==> src/rtl/dmem_pkg.sv <==
// dmem_pkg: shared FSM state encoding, default widths and power-on memory image (DMEM_INIT_EN)
package dmem_pkg;

   typedef enum logic [1:0] {
      DMEM_IDLE = 2'd0,
      DMEM_WAIT = 2'd1,
      DMEM_RESP = 2'd2
   } dmem_state_e;

   localparam int DMEM_DATA_W  = 8;
   localparam int DMEM_ADDR_W  = 8;
   localparam int DMEM_DEPTH   = 16;
   localparam int DMEM_LATENCY = 2;

   localparam logic [7:0] DMEM_INIT_W0 = 8'hEC;
   localparam logic [7:0] DMEM_INIT_W1 = 8'h0A;
   localparam logic [7:0] DMEM_INIT_W2 = 8'h02;

   function automatic logic [7:0] dmem_init_word(input int idx);
      return (idx == 0) ? DMEM_INIT_W0 :
             (idx == 1) ? DMEM_INIT_W1 :
             (idx == 2) ? DMEM_INIT_W2 : 8'h00;
   endfunction

endpackage

==> src/rtl/dmem_responder_if.sv <==
// dmem_responder_if: request/response bus between an initiator (master) and the responder (slave)
interface dmem_responder_if
   import dmem_pkg::*;
#(
   parameter int DATA_W = DMEM_DATA_W,
   parameter int ADDR_W = DMEM_ADDR_W
);
   logic              req_valid;
   logic              req_ready;
   logic              req_write;
   logic [ADDR_W-1:0] req_addr;
   logic [DATA_W-1:0] req_wdata;
   logic              resp_valid;
   logic              resp_ready;
   logic [DATA_W-1:0] resp_rdata;
   logic              resp_err;

   modport master (
      output req_valid, req_write, req_addr, req_wdata, resp_ready,
      input  req_ready, resp_valid, resp_rdata, resp_err
   );

   modport slave (
      input  req_valid, req_write, req_addr, req_wdata, resp_ready,
      output req_ready, resp_valid, resp_rdata, resp_err
   );
endinterface

==> src/rtl/dmem_array.sv <==
// dmem_array: word storage with one synchronous write port and one combinational read port; DMEM_INIT_EN adds a reset image
module dmem_array
   import dmem_pkg::*;
#(
   parameter int DATA_W = DMEM_DATA_W,
   parameter int DEPTH  = DMEM_DEPTH,
   parameter int IW     = 4
) (
   input  logic              clk,
`ifdef DMEM_INIT_EN
   input  logic              rst_n,
`endif
   input  logic              we,
   input  logic [IW-1:0]     waddr,
   input  logic [DATA_W-1:0] wdata,
   input  logic [IW-1:0]     raddr,
   output logic [DATA_W-1:0] rdata
);
   logic [DATA_W-1:0] mem [DEPTH];

   assign rdata = mem[raddr];

`ifdef DMEM_INIT_EN
   // reset loads the fixed memory image, otherwise commit writes
   always_ff @(posedge clk or negedge rst_n) begin
      if (!rst_n) begin
         for (int i = 0; i < DEPTH; i++) mem[i] <= DATA_W'(dmem_init_word(i));
      end else if (we) begin
         mem[waddr] <= wdata;
      end
   end
`else
   // storage is never reset; only commit writes
   always_ff @(posedge clk) begin
      if (we) mem[waddr] <= wdata;
   end
`endif
endmodule

==> src/rtl/dmem_responder.sv <==
// dmem_responder: fixed-latency memory responder (IDLE/WAIT/RESP FSM) in front of dmem_array; optional DMEM_INIT_EN reset image
module dmem_responder
   import dmem_pkg::*;
#(
   parameter int DATA_W  = DMEM_DATA_W,
   parameter int ADDR_W  = DMEM_ADDR_W,
   parameter int DEPTH   = DMEM_DEPTH,
   parameter int LATENCY = DMEM_LATENCY
) (
   input logic              clk,
   input logic              rst_n,
   dmem_responder_if.slave  bus
);
   localparam int IW = (DEPTH > 1) ? $clog2(DEPTH) : 1;
   localparam logic [1:0] ST_IDLE = 2'(DMEM_IDLE);
   localparam logic [1:0] ST_WAIT = 2'(DMEM_WAIT);
   localparam logic [1:0] ST_RESP = 2'(DMEM_RESP);
   localparam logic [ADDR_W:0] DEPTH_C = (ADDR_W + 1)'(DEPTH);
   localparam logic [3:0] CNT_LOAD = 4'(LATENCY - 1);

   logic [1:0]        state;
   logic [3:0]        cnt;
   logic              hold_write;
   logic [ADDR_W-1:0] hold_addr;
   logic [DATA_W-1:0] hold_wdata;
   logic [DATA_W-1:0] rdata_q;
   logic              err_q;
   logic [DATA_W-1:0] rd_word;
   logic              idle;
   logic              accept;
   logic              enter_resp;
   logic              cur_write;
   logic [ADDR_W-1:0] cur_addr;
   logic [DATA_W-1:0] cur_wdata;
   logic              in_range;
   logic              we;

   // with LATENCY==1 the commit edge is the acceptance edge, so the live request is used instead of the holding registers
   assign idle       = (state == ST_IDLE);
   assign accept     = idle && bus.req_valid;
   assign cur_write  = idle ? bus.req_write : hold_write;
   assign cur_addr   = idle ? bus.req_addr  : hold_addr;
   assign cur_wdata  = idle ? bus.req_wdata : hold_wdata;
   assign in_range   = {1'b0, cur_addr} < DEPTH_C;
   assign enter_resp = (accept && (LATENCY == 1)) || ((state == ST_WAIT) && (cnt == 4'd1));
   assign we         = enter_resp && cur_write && in_range;

   assign bus.req_ready  = idle;
   assign bus.resp_valid = (state == ST_RESP);
   assign bus.resp_rdata = rdata_q;
   assign bus.resp_err   = err_q;

   dmem_array #(.DATA_W(DATA_W), .DEPTH(DEPTH), .IW(IW)) u_array (
      .clk   (clk),
`ifdef DMEM_INIT_EN
      .rst_n (rst_n),
`endif
      .we    (we),
      .waddr (cur_addr[IW-1:0]),
      .wdata (cur_wdata),
      .raddr (cur_addr[IW-1:0]),
      .rdata (rd_word)
   );

   // FSM and latency down-counter
   always_ff @(posedge clk or negedge rst_n) begin
      if (!rst_n) begin
         state <= ST_IDLE;
         cnt   <= '0;
      end else if (accept) begin
         state <= (LATENCY == 1) ? ST_RESP : ST_WAIT;
         cnt   <= CNT_LOAD;
      end else if (state == ST_WAIT) begin
         cnt   <= cnt - 4'd1;
         state <= (cnt == 4'd1) ? ST_RESP : ST_WAIT;
      end else if ((state == ST_RESP) && bus.resp_ready) begin
         state <= ST_IDLE;
      end
   end

   // capture the accepted request
   always_ff @(posedge clk or negedge rst_n) begin
      if (!rst_n) begin
         hold_write <= 1'b0;
         hold_addr  <= '0;
         hold_wdata <= '0;
      end else if (accept) begin
         hold_write <= bus.req_write;
         hold_addr  <= bus.req_addr;
         hold_wdata <= bus.req_wdata;
      end
   end

   // response payload is sampled only on the edge entering RESP and held until the handshake
   always_ff @(posedge clk or negedge rst_n) begin
      if (!rst_n) begin
         rdata_q <= '0;
         err_q   <= 1'b0;
      end else if (enter_resp) begin
         rdata_q <= !in_range ? '0 : (cur_write ? cur_wdata : rd_word);
         err_q   <= !in_range;
      end
   end
endmodule

==> src/flat_wrapper.sv <==
// flat-port wrapper written by rule: the top's interface ports become plain ports
module dmem_responder_flat import dmem_pkg::*;
#(
   parameter int DATA_W  = DMEM_DATA_W,
   parameter int ADDR_W  = DMEM_ADDR_W,
   parameter int DEPTH   = DMEM_DEPTH,
   parameter int LATENCY = DMEM_LATENCY
)
  (clk, rst_n, bus_req_valid, bus_req_write, bus_req_addr, bus_req_wdata, bus_resp_ready, bus_req_ready, bus_resp_valid, bus_resp_rdata, bus_resp_err);
  dmem_responder_if #(.DATA_W(DATA_W), .ADDR_W(ADDR_W)) bus_i ();
  input logic clk;
  input logic rst_n;
  input wire logic [$bits(bus_i.req_valid)-1:0] bus_req_valid;
  input wire logic [$bits(bus_i.req_write)-1:0] bus_req_write;
  input wire logic [$bits(bus_i.req_addr)-1:0] bus_req_addr;
  input wire logic [$bits(bus_i.req_wdata)-1:0] bus_req_wdata;
  input wire logic [$bits(bus_i.resp_ready)-1:0] bus_resp_ready;
  output wire logic [$bits(bus_i.req_ready)-1:0] bus_req_ready;
  output wire logic [$bits(bus_i.resp_valid)-1:0] bus_resp_valid;
  output wire logic [$bits(bus_i.resp_rdata)-1:0] bus_resp_rdata;
  output wire logic [$bits(bus_i.resp_err)-1:0] bus_resp_err;
  assign bus_i.req_valid = bus_req_valid;
  assign bus_i.req_write = bus_req_write;
  assign bus_i.req_addr = bus_req_addr;
  assign bus_i.req_wdata = bus_req_wdata;
  assign bus_i.resp_ready = bus_resp_ready;
  assign bus_req_ready = bus_i.req_ready;
  assign bus_resp_valid = bus_i.resp_valid;
  assign bus_resp_rdata = bus_i.resp_rdata;
  assign bus_resp_err = bus_i.resp_err;
  dmem_responder #(.DATA_W(DATA_W), .ADDR_W(ADDR_W), .DEPTH(DEPTH), .LATENCY(LATENCY)) u_core (.clk(clk), .rst_n(rst_n), .bus(bus_i));
endmodule
==> config.mk <==
export PLATFORM = sky130hd
export DESIGN_NAME = dmem_responder_flat
export DESIGN_NICKNAME = d
export VERILOG_FILES = /design/src/rtl/dmem_pkg.sv /design/src/rtl/dmem_responder_if.sv /design/src/rtl/dmem_array.sv /design/src/rtl/dmem_responder.sv /design/src/flat_wrapper.sv
export SDC_FILE = /design/constraint.sdc
export NUM_CORES = 1
export LEC_CHECK = 0
export ABC_AREA = 1
export CORE_MARGIN = 4
export CORE_UTILIZATION = 30
export DETAILED_ROUTE_END_ITERATION = 8
export SYNTH_ARGS = -nofsm -noshare
export SYNTH_HDL_FRONTEND = slang
export SYNTH_SLANG_ARGS = --single-unit
==> constraint.sdc <==
create_clock -name clk -period 2.8 [get_ports clk]
set_input_delay 0.56 -clock clk [delete_from_list [all_inputs] [get_ports clk]]
set_output_delay 0.56 -clock clk [all_outputs]
set_load 0.05 [all_outputs]
# [After elaboration in Yosys (flattened, before gate mapping)]
# Memory sizes are Yosys's and may differ from the RTL's.
# Index checks and enable logic that the tools add are counted.
[word_totals] ff_bits=32 n_memories=1 output_inout_bits=11 ram_bits=128
[mem_list] memory="u_core.u_array.mem" depth=16 width=8 read_ports=1 rd_clocked_by_memory_dff=0 write_ports=1 line="dmem_array.sv:19" source="logic [DATA_W-1:0] mem [DEPTH];"
[op_classes] eq_ne=3 n_lt_le_gt_ge=1 n_reduce_logical=9 n_addsub=1 n_mux=13
[op_table] operator="two-way mux 8 bit" count=4
[op_table] operator="< comparator 8 x 5 -> 1 bit (second input constant)" count=1
[op_table] operator="two-way mux 2 bit" count=4
[op_table] operator="two-way mux 4 bit" count=2
[op_table] operator="logical AND 1 bit" count=5
[op_table] operator="equality test 4 x 1 -> 1 bit (second input constant)" count=1
[op_table] operator="subtractor 4 x 1 -> 4 bit (second input constant)" count=1
[op_table] operator="two-way mux 1 bit" count=3
[op_table] operator="nonzero test 3 bit" count=1
[op_table] operator="equality test 2 x 1 -> 1 bit (second input constant)" count=1
[op_table] operator="equality test 2 bit (second input constant)" count=1
[op_table] operator="zero test 2 bit" count=1
[op_table] operator="nonzero test 2 bit" count=1
[op_table] operator="zero test 1 bit" count=1

# [Longest topological paths before layout]
[depth] depth_word=6 mapped_depth=12

# [By module]
# Synthesis repeated with hierarchy kept, for this count alone.
[hier_totals] cells_unflattened=760 hier_area_um2=7293.2
[modules_own_cells] module="dmem_array" area_each_um2=5606.6 cells_each=543 seq_area_each_um2=3843.7 n_inst=1
[modules_own_cells] module="dmem_responder" area_each_um2=1686.6 cells_each=217 seq_area_each_um2=800.8 n_inst=1

# [Worst setup path after synthesis]
# No wires, ideal clock.
[synth_timing] path_type="register -> register" start="reg u_core.state[0]" end="mem u_core.u_array.mem[10][0] (netlist name) (enable)" synth_period_minus_slack_ns=2.122 path_buffers=1 stages_incl_launch_ff=9 t_arrival_ns=1.752 path_slack_ns=0.678 path_cell_list="dfrtp_1 > nor2_4 > buf_6 > nand2_1 > o21ai_2 > inv_2 > nor2_4 > inv_1 > nor2_1"
[synth_between] elab_chain_len=6 elab_cells_between_ends=10 cone_classes="1 x order compare; 1 x eq/ne; 4 x mux; 4 x reduce/logical"
[synth_rtl] item="start: declaration" line="dmem_responder.sv:21" source="logic [1:0] state;"
[synth_rtl] item="start signal: assignment" line="dmem_responder.sv:71" source="state <= (LATENCY == 1) ? ST_RESP : ST_WAIT;"
[synth_rtl] item="start signal: assignment" line="dmem_responder.sv:75" source="state <= (cnt == 4'd1) ? ST_RESP : ST_WAIT;"
[synth_rtl] item="zero test 2 bit / equality test 2 x 1 -> 1 bit (equally long branches)" line="dmem_responder.sv:39, dmem_responder.sv:45"
[synth_rtl] item="two-way mux 8 bit, or another cell as far along" line="dmem_responder.sv:42" source="assign cur_addr = idle ? bus.req_addr : hold_addr;"
[synth_rtl] item="< comparator 8 x 5 -> 1 bit / logical AND 1 bit (equally long branches)" line="dmem_responder.sv:44, dmem_responder.sv:46"
[synth_rtl] item="logical AND 1 bit" line="dmem_responder.sv:46" source="assign we = enter_resp && cur_write && in_range;"
[synth_rtl] item="two-way mux 1 bit" line="dmem_array.sv:35" source="if (we) mem[waddr] <= wdata;"
[synth_rtl] item="two-way mux 1 bit (implied by the code)" line="dmem_array.sv:35"
[synth_rtl] item="end: declaration" line="dmem_array.sv:19"
# Parallel ways exist; a longest one is shown, timed or not.

# [Final worst setup path]
[layout_timing] start="reg u_core.state[0]" end="out bus_req_ready"
[layout_between] elab_chain_len=1
[layout_rtl] item="zero test 2 bit" line="dmem_responder.sv:39" source="assign idle = (state == ST_IDLE);"
[layout_rtl] item="end: declaration" line="flat_wrapper.sv:18" source="output wire logic [$bits(bus_i.req_ready)-1:0] bus_req_ready;"
# No other way between the ends.

==> results.cfg <==
[run]
timing.max_cap.violations = 0

[detailed_routing]
wire_length_reported_by_the_detailed_router_mm = 18.0
drt_first_pass_iters = 5
route.detailed.vias_per_inst = 4.42
drcViolationCount = 0
vias = 5413
wl_per_cell_um = 14.7
drt_iter0_drc = 374
antenna_violating_nets_post_route = 0

[power_and_ir_drop]
relative_contribution_of_combinational_cells_to_total_power_pct = 1.0
p_sw_share_pct = 20.3
leakage_nw = 3.83
sequentialPowerShare_pct = 54.2
internal_power_contribution_mw = 3.73
netSwitchingPower_mw = 0.952
clkPwrFrac_pct = 44.8
report.power.total_mw = 4.68
ir_drop_v = 0.000360
power.density_cell_area_nw_per_um2 = 521

[logic_synthesis]
synth_top_cells_by_area = sky130_fd_sc_hd__edfxtp_1 (51%), sky130_fd_sc_hd__nand2_1 (16%), sky130_fd_sc_hd__dfrtp_1 (11%), sky130_fd_sc_hd__inv_1 (6.7%), sky130_fd_sc_hd__nand3_1 (4.7%)
synth_largest_area_cell = sky130_fd_sc_hd__edfxtp_1
postSynthAreaPerCell_um2 = 9.18
synthCells = 818
share_of_async_settable_or_async_resettable_flops_after_synthesis_pct = 20.0
synth_top_cells_by_count = sky130_fd_sc_hd__nand2_1 (314), sky130_fd_sc_hd__inv_1 (134), sky130_fd_sc_hd__edfxtp_1 (128)
netlist_area_um2 = 7510
yosysWarnings = 0
netlist-cell-type-count = 30
share_of_the_synthesized_area_in_the_top_cell_type_pct = 51.2
postSynthRegisterBits = 160
synthFlopType = sky130_fd_sc_hd__edfxtp_1
seq_area_frac_synth_pct = 61.9
number_of_synthesized_flops_with_an_enable_pin = 128
most_frequent_cell_after_synthesis = sky130_fd_sc_hd__nand2_1
syn_nets = 841

[floorplan]
die_w_um = 166
core_area_um2 = 24500
dieHeight_um = 166
core.rowCount = 57
initial_core_utilization_pct = 30.7
die_area_um2 = 27600
top_level_ports = 32

[timing]
totalNegativeSetupSlack_ps = 0
hold_ws_ps = 478
worst-slew-pin-transition_ps = 1190
finalHoldViolations = 0
final_critical_path_time_including_i_o_delays_and_setup_ps = 2650
fmax_mhz = 378
final.setup_skew_ps = 9.41
slew_headroom_pct = 19.9
setup_slack_ps = 152
grt_setup_unrepaired = false
final.period_utilization_pct = 94.6
setup-violations-final = 0
drv_slew = 0

[critical_path]
timing.critical_path.arrival_ps = 2090
worst_path_max_delay_cell = sky130_fd_sc_hd__clkdlybuf4s50_1
timing.setup.critical_path_class = reg2out
path_buf_inv = 1
cp_data_required_time_ps = 2240
worstPathMaxFanout = 10
cp_cell_sequence = nor2_4 -> clkdlybuf4s50_1
worst_setup_path_start_kind = register
cpPeakStageDelay_ps = 880
path_delay_family = buffers and inverters
type_of_destination_of_the_critical_path = output port

[placement]
port_buffers = 31
gp_congestion = 0.830
detailedPlacementHpwl_mm = 12.3
pre_cts_slack_ps = 130

[clock_network]
ctsHoldBuffers = 0
cts_htree_levels = 4
clk_latency_ps = 430
longest_clk_path_bufs = 2
ctsResizeCount = 0
number_of_clock_sinks = 160
cts_inserted_buffers = 17
cts.reportedPaths.clkPinSlew_ps = 60
tritoncts = yes
post_cts.repair.setup_buffers = 0
cts-root-buf = sky130_fd_sc_hd__clkbuf_16

[finish]
final_layout_size_suffix_gt1_share_pct = 11.7
num-nets-final = 911
post-route-util_pct = 36.7
n_antenna_cell = 0
register_area_um2 = 4640
multi_input_comb_area_um2 = 2160
syn_to_final_growth_pct = 19.7
final.fill_count = 2432

[global_routing]
globalRouteTotalUtil_pct = 13.3
grt_start_max_net_pins = 33
initial_antenna_violation_count = 0
grt_pass1_wl_mm = 29.0
grt_overflow_total = 0
first_global_vias = 5530

[hold_path]
hold_class = reg2reg

[run_status]
outcome = finished clean
routing by layer:
| metal | vias up | wire (um) | global-route usage (%) |
|---|---|---|---|
| li1 | 2713 | - | - |
| met4 | 0 | 324 | 4.77 |
| met2 | 118 | 8910 | 23.0 |
| met1 | 2562 | 8030 | 16.9 |
| met5 | - | 0 | 0 |
| met3 | 20 | 773 | 1.95 |
cells in the final DEF, fill, tap and decap left out, types with 2 or more instances in the layout:
cell,count
sky130_fd_sc_hd__o21ai_1,9
sky130_fd_sc_hd__buf_4,49
sky130_fd_sc_hd__nand3_1,70
sky130_fd_sc_hd__clkinvlp_4,3
sky130_fd_sc_hd__inv_2,6
sky130_fd_sc_hd__nor2_1,23
sky130_fd_sc_hd__nand2_2,9
sky130_fd_sc_hd__nor2_4,4
sky130_fd_sc_hd__clkinv_2,2
sky130_fd_sc_hd__nor2_2,3
sky130_fd_sc_hd__nand2_1,314
sky130_fd_sc_hd__clkdlybuf4s50_1,31
sky130_fd_sc_hd__clkbuf_16,17
sky130_fd_sc_hd__clkbuf_1,3
sky130_fd_sc_hd__inv_1,134
sky130_fd_sc_hd__a21oi_1,2
sky130_fd_sc_hd__edfxtp_1,128
sky130_fd_sc_hd__ha_1,2
sky130_fd_sc_hd__clkinv_4,4
sky130_fd_sc_hd__o21bai_1,8
sky130_fd_sc_hd__nand3b_1,16
sky130_fd_sc_hd__o21ai_0,7
sky130_fd_sc_hd__dfrtp_1,32
sky130_fd_sc_hd__clkinv_1,2
sky130_fd_sc_hd__inv_6,2
sky130_fd_sc_hd__o22ai_1,10
sky130_fd_sc_hd__o21ai_2,2
layout make-up:
cell class | instances | area share, %
timing repair buffer | 81 | 7.77
inverter | 143 | 6.00
clock inverter | 11 | 0.947
tap | 324 | 4.51
clock buffer | 21 | 5.01
multi-input combinational | 485 | 24.1
sequential | 160 | 51.7
worst reg2reg max path, cell delays in order, from the launching register on:
cell and delay [ps]:
sky130_fd_sc_hd__dfrtp_1 460, sky130_fd_sc_hd__nor2_4 320, sky130_fd_sc_hd__nand3_1 120, sky130_fd_sc_hd__nand2_1 70, sky130_fd_sc_hd__nand2_1 90, sky130_fd_sc_hd__nor2_2 260
sky130_fd_sc_hd__nand3_1 150, sky130_fd_sc_hd__buf_4 180, sky130_fd_sc_hd__nor2_1 160, sky130_fd_sc_hd__buf_4 210
stage by stage:
| stage | cells | area, um2 |
|---|---|---|
| 6_report | 1225 | 8980 |
| 5_1_grt | 1225 | 8980 |
| 4_1_cts | 1225 | 8980 |
| 3_5_place_dp | 1193 | 8450 |
| 3_3_place_gp | 1193 | 8450 |
| 2_1_floorplan | 818 | 7510 |
power by group through the flow:
stage          clock (mW)  combinational [mW]  sequential [mW]
6_report             2.10              0.0448             2.54
5_1_grt              2.23              0.0501             2.54
4_1_cts              2.12              0.0464             2.54
3_5_place_dp            0              0.0462             2.59
3_3_place_gp            0              0.0462             2.59
2_1_floorplan           0             0.00374             2.59
cell families (layout without fill, tap and decap cells):
kind of cell             Yosys count  in the layout  share of synthesized area, %
AO/OA/AOI/OAI                     41             41                          3.48
AND/OR/NAND/NOR                  441            441                          24.9
adder cells (fa/ha/maj)            2              2                         0.333
XOR/XNOR                           1              1                         0.117
buffers and inverters            173            256                          9.35
flip-flops                       160            160                          61.9
flip-flops by register name, summed over array words and instances, names as in the netlist:
name and cells:
u_core.hold_wdata 8, u_core.hold_addr 8, u_core.hold_write 1, u_core.bus.resp_rdata 8, u_core.u_array.mem 128, u_core.state 2
u_core.bus.resp_err 1, u_core.cnt 4
path summary, 6_finish.rpt:
| kind | startpoint | endpoint | slack, ps | depth (start not counted) |
|---|---|---|---|---|
| max | u_core.state[0] | bus_req_ready | 150 | 2 |
| min | u_core.hold_addr[7] | u_core.hold_addr[7] | 480 | 2 |
| max reg2reg | u_core.state[0] | u_core.u_array.mem[14][6] | 490 | 9 |
| min reg2reg | u_core.hold_addr[7] | u_core.hold_addr[7] | 480 | 2 |
| max in group asynchronous | rst_n | u_core.bus.resp_rdata[4] | 1940 | 2 |
| min in group asynchronous | rst_n | u_core.hold_addr[6] | 550 | 2 |
(Power assumes the default switching activity.)
